## config.mk

```make
export PLATFORM = sky130hd
export DESIGN_NAME = cursor_blink_overlay
export DESIGN_NICKNAME = d
export VERILOG_FILES = /design/src/rtl/cursor_blink_overlay.sv
export SDC_FILE = /design/constraint.sdc
export NUM_CORES = 1
export LEC_CHECK = 0
export CAP_MARGIN = 20
export CORE_AREA = 2 2 64 72
export DETAILED_ROUTE_END_ITERATION = 10
export DIE_AREA = 0 0 66 74
export GPL_ROUTABILITY_DRIVEN = 0
export PLACE_DENSITY = 0.7
export SETUP_SLACK_MARGIN = 0.3
export SYNTH_ARGS = -nofsm -noshare
export SYNTH_HDL_FRONTEND = slang
export SYNTH_SLANG_ARGS = --single-unit
```

## constraint.sdc

```tcl
create_clock -name clk -period 1.7 [get_ports clk]
set_input_delay 0.51 -clock clk [delete_from_list [all_inputs] [get_ports clk]]
set_output_delay 0.51 -clock clk [all_outputs]
set_load 0.05 [all_outputs]
```

## src/rtl/cursor_blink_overlay.sv

```systemverilog
// Cursor blink controller and pixel overlay: re-arms the blink timer, toggles the phase on
// each expiry, and paints the cursor pixel when visible. Define CURSOR_INVERT_EN to invert instead.
module cursor_blink_overlay #(
  parameter int                X_W          = 6,
  parameter int                Y_W          = 5,
  parameter int                PIX_W        = 24,
  parameter logic [PIX_W-1:0]  CURSOR_COLOR = 24'hFFFFFF
) (
  input  logic             clk,
  input  logic             rst,
  input  logic             blink_en,
  input  logic             cursor_move,
  input  logic [X_W-1:0]   cursor_x,
  input  logic [Y_W-1:0]   cursor_y,
  input  logic             CB,
  output logic             init_blink,
  output logic             blink_phase,
  input  logic             pix_valid,
  input  logic [X_W-1:0]   pix_x,
  input  logic [Y_W-1:0]   pix_y,
  input  logic [PIX_W-1:0] pix_data,
  output logic             out_valid,
  output logic [PIX_W-1:0] out_data
);

  typedef enum logic [1:0] {IDLE, ARM, WAIT_CB} state_t;

  state_t state;
  // Set on the first WAIT_CB cycle, when CB may still be the stale level from before init.
  logic   cb_skip;

  always_ff @(posedge clk) begin
    if (rst) begin
      state       <= IDLE;
      blink_phase <= 1'b0;
      init_blink  <= 1'b0;
      cb_skip     <= 1'b0;
    end else begin
      init_blink <= (state == ARM);
      if (!blink_en) begin
        state       <= IDLE;
        blink_phase <= 1'b1;
      end else if (cursor_move) begin
        state       <= ARM;
        blink_phase <= 1'b1;
      end else begin
        case (state)
          IDLE: begin
            blink_phase <= 1'b1;
            state       <= ARM;
          end
          ARM: begin
            state   <= WAIT_CB;
            cb_skip <= 1'b1;
          end
          WAIT_CB: begin
            if (cb_skip) begin
              cb_skip <= 1'b0;
            end else if (CB) begin
              blink_phase <= ~blink_phase;
              state       <= ARM;
            end
          end
          default: state <= IDLE;
        endcase
      end
    end
  end

  logic             hit;
  logic [PIX_W-1:0] overlay;

  assign hit = (pix_x == cursor_x) && (pix_y == cursor_y);
`ifdef CURSOR_INVERT_EN
  assign overlay = ~pix_data;
`else
  assign overlay = CURSOR_COLOR;
`endif

  always_ff @(posedge clk) begin
    if (rst) begin
      out_valid <= 1'b0;
      out_data  <= '0;
    end else begin
      out_valid <= pix_valid;
      if (pix_valid)
        out_data <= (hit && blink_phase) ? overlay : pix_data;
    end
  end

endmodule

```

==> summary.md <==
| Metric | Value |
|---|---|
| Post-CTS setup buffers | `0` |
| Worst-case clock buffer depth | `2` |
| DIE AREA | `4884 um2` |
| Largest family of logic cells by synthesized area | `multiplexers` |
| Crit path capture type | `flip-flop` |
| Top Layer Used | `met4` |
| Final period util | `0.9106` |
| Synth Area in Adders | `0.03680` |
| Final Setup Violations | `0` |
| Critical Path Slowest Stage Cell | `or4_4` |
| Iter 0 DRT Violations | `65` |
| Share of post-route cells with drive strength above 1 | `0.4057` |
| Tot GR Track Use | `0.1605` |
| Reg-to-Reg End | `out_data[5]` |
| Critical path type | `input pin to flip-flop` |
| YS warnings | `0` |
| Synthesized area | `1360 um2` |
| Finished Core Util | `0.6122` |
| Worst path arrival time | `1.76 ns` |
| Pleak | `1.105 nW` |
| DRC | `0` |
| Clock Pin Slew Worst Setup and Hold Paths | `0.06 ns` |
| CTS Sinks | `30` |
| CTS tree | `built` |
| Antenna cells | `0` |
| First-pass DRT Iterations | `4` |
| CP peak stage delay | `0.64 ns` |
| Latest clock arrival within the worst-skew pair | `about 0.28 ns` |
| Hold EP | `cb_skip` |
| Post-synthesis xor/xnor area fraction | `0.07084` |
| Syn Nets | `185` |
| Worst hold-check path type | `flip-flop to flip-flop` |
| Outcome | `finished, final reports clean` |
| Seq/Total Area, Yosys | `0.4416` |
| Final Hold Viols | `0` |
| DP Wirelength | `2.822 mm` |
| Number of I/O port buffers | `78` |
| Grt total ovfl | `0` |
| Initial antenna violation count | `0` |
| R2R cell count | `3` |
| Power Total | `0.002030 W` |
| Worst-margin pin slew | `0.3891 ns` |
| FP Rows | `25` |
| Top Ports | `79` |
| Final Max Tran Viols | `0` |
| Layout area overhead | `88.68%` |
| Post-Route WL | `3.894 mm` |
| Peak supply drop | `approximately 750 uV` |
| Root buffer cell | `clkbuf_8` |
| Die H | `74 um` |
| Synth top area share | `0.4416` |
| Synth Area in Compound Gates | `0.1463` |
| Hold-fix buffers, CTS | `0` |
| MaxCap Viol Count | `0` |
| Yosys reg bits | `30` |
| Crit path max fanout | `6` |
| DR vias/cell | `4.767` |
| Synth top area cells | `dfxtp_1, mux2i_1, xnor2_1` |
| Hold path startpoint | `cb_skip` |
| WP data required | `1.92 ns` |
| Post-route clock skew | `0.002274 ns` |
| Simple-gate area share of the yosys netlist | `0.07636` |
| Vias in the first global route | `1270` |
| Reg2Reg Setup Slack | `about 0.41 ns` |
| Final net count | `267` |
| Pin count of the biggest net entering global routing | `30` |
| Min cycle time layout | `1.548 ns` |
| Worst R2R Start | `blink_phase` |
| Mapped Cells | `129` |
| RSZ-0062 raised after global routing | `true` |
| Hold depth | `2` |
| CP Launch Type | `input pin` |
| Wire length on met3 | `320 um` |
| Remaining antenna violation count after routing | `0` |
| Max Clk Rate | `646.0 MHz` |
| First-pass GRT wire length | `5.927 mm` |
| Average size of a mapped cell | `10.54 um2` |
| Cell variety after synth | `22` |
| Critical Path, Cell by Cell | `buf_2 -> xnor2_1 -> nand4_1 -> or4_4 -> o21ai_1` |
| Mux cell area share after synthesis | `0.1840` |
| Die Span X | `~66 um` |
| Starting Density | `0.3245` |
| Pwr dens | `between 700 and 800 nW/um2` |
| Leading area contributor after synthesis | `dfxtp_1` |
| Core Region | `4192 um2` |
| Routed vias | `roughly 1.3k` |
| DR WL met2 | `between 1.5 and 2 mm` |
| M1 WL | `approximately 1.6 mm` |
| Wire per inst | `14.64 um` |
| H-tree Lvls | `2` |
| Worst slew margin | `0.7406` |
| CTS Buf Count | `5` |
[layout by cell type (no fill, tap or decap), types with 3 or more instances in the layout]
| master | synthesis | final |
|---|---|---|
| a21oi_1 | 4 | 4 |
| buf_12 | 0 | 27 |
| buf_2 | 0 | 17 |
| buf_6 | 2 | 5 |
| clkbuf_8 | 0 | 5 |
| clkdlybuf4s50_1 | 0 | 27 |
| dfxtp_1 | 30 | 29 |
| ha_1 | 4 | 3 |
| inv_1 | 3 | 3 |
| mux2i_1 | 25 | 25 |
| nand4_1 | 3 | 3 |
| o21ai_1 | 0 | 8 |
| o21ai_2 | 10 | 15 |
| or4_4 | 1 | 4 |
| xnor2_1 | 11 | 7 |
| xnor2_2 | 0 | 4 |
[worst max-delay path, delay by kind of cell]
kind	cells	cell delay, ns
AOI/OAI and AO/OA	1	0.10
xor gates and xnor gates	1	0.16
and+or+nand+nor	2	0.89
buffers and inverters	1	0.11
[power by group]
part           leakage [nW]  total (W)  internal, W  switching (W)
registers             0.248   0.000788     0.000744      0.0000434
clock network        0.0579   0.000695     0.000430       0.000265
logic                 0.800   0.000547     0.000297       0.000250
total                  1.11    0.00203      0.00147       0.000558
[worst max-delay path by stage]
stage | start | to | cells past startpoint
3_3_place_gp | cursor_x[3] | out_data[20] | 5
4_1_cts | pix_y[1] | out_data[0] | 5
3_5_place_dp | cursor_x[3] | out_data[3] | 5
6_report | pix_y[2] | out_data[5] | 5
5_1_grt | pix_x[4] | out_data[5] | 5
2_1_floorplan | cursor_x[3] | out_data[14] | 5
[registers in the layout, summed over array words and instances (netlist names)]
name / cells
blink_phase: 1
cb_skip: 1
init_blink: 1
out_data: 24
out_valid: 1
state: 2
[metrics by stage]
step	std cells	setup TNS, ns	area, um2	worst slack (ns)	hold slack, ns
2_1_floorplan	129	0	1395	0.1401	0.4997
3_3_place_gp	255	-9.757	2469	-0.4179	0.5117
3_5_place_dp	255	-10.95	2469	-0.4894	0.5294
4_1_cts	266	0	2544	0.1652	0.5397
5_1_grt	266	0	2566	0.1011	0.5698
6_report	266	0	2566	0.1519	0.5447
[layer usage]
layer | up-vias | track usage
met5 | - | 0
met4 | 0 | 0.04762
met3 | 5 | 0.04539
met2 | 53 | 0.2783
met1 | 581 | 0.1949
li1 | 629 | -
[logic make-up (layout without fill, tap and decap cells)]
family          after synthesis  after routing
fa+ha+maj                     4              4
simple gates                 17             20
mux                          25             25
xor+xnor                     11             11
compound gates               31             31
buf+inv                      11             91
flops                        30             30
[cells in the mapped netlist]
master	count
and2b_1	1
o211ai_1	1
inv_1	3
o21ai_0	15
or4_4	1
clkbuf_1	5
dfxtp_1	30
buf_6	2
mux2i_1	25
nand2_1	2
nand2b_1	2
nor2_1	2
buf_4	1
a311oi_1	1
xnor2_1	11
a21oi_1	4
nor2b_1	3
nor3b_1	2
nand4_1	3
ha_1	4
nand3_1	1
o21ai_2	10
[area by class of cell]
cell class | count | area, um2
fill | 352 | 1625
timing repair buffer | 80 | 987.2
multi-input combinational | 91 | 789.5
sequential | 30 | 601.8
clock buffer | 5 | 68.82
tap | 54 | 67.56
clock inverter | 3 | 40.04
inverter | 3 | 11.26
[repair_timing]
action / in CTS / in global routing
cloned: 3 / 0
resized for setup: 100 / 7
setup endpoints to repair: 25 / 25
pin swaps: 18 / 2
Power figures use the tool's default switching activity.
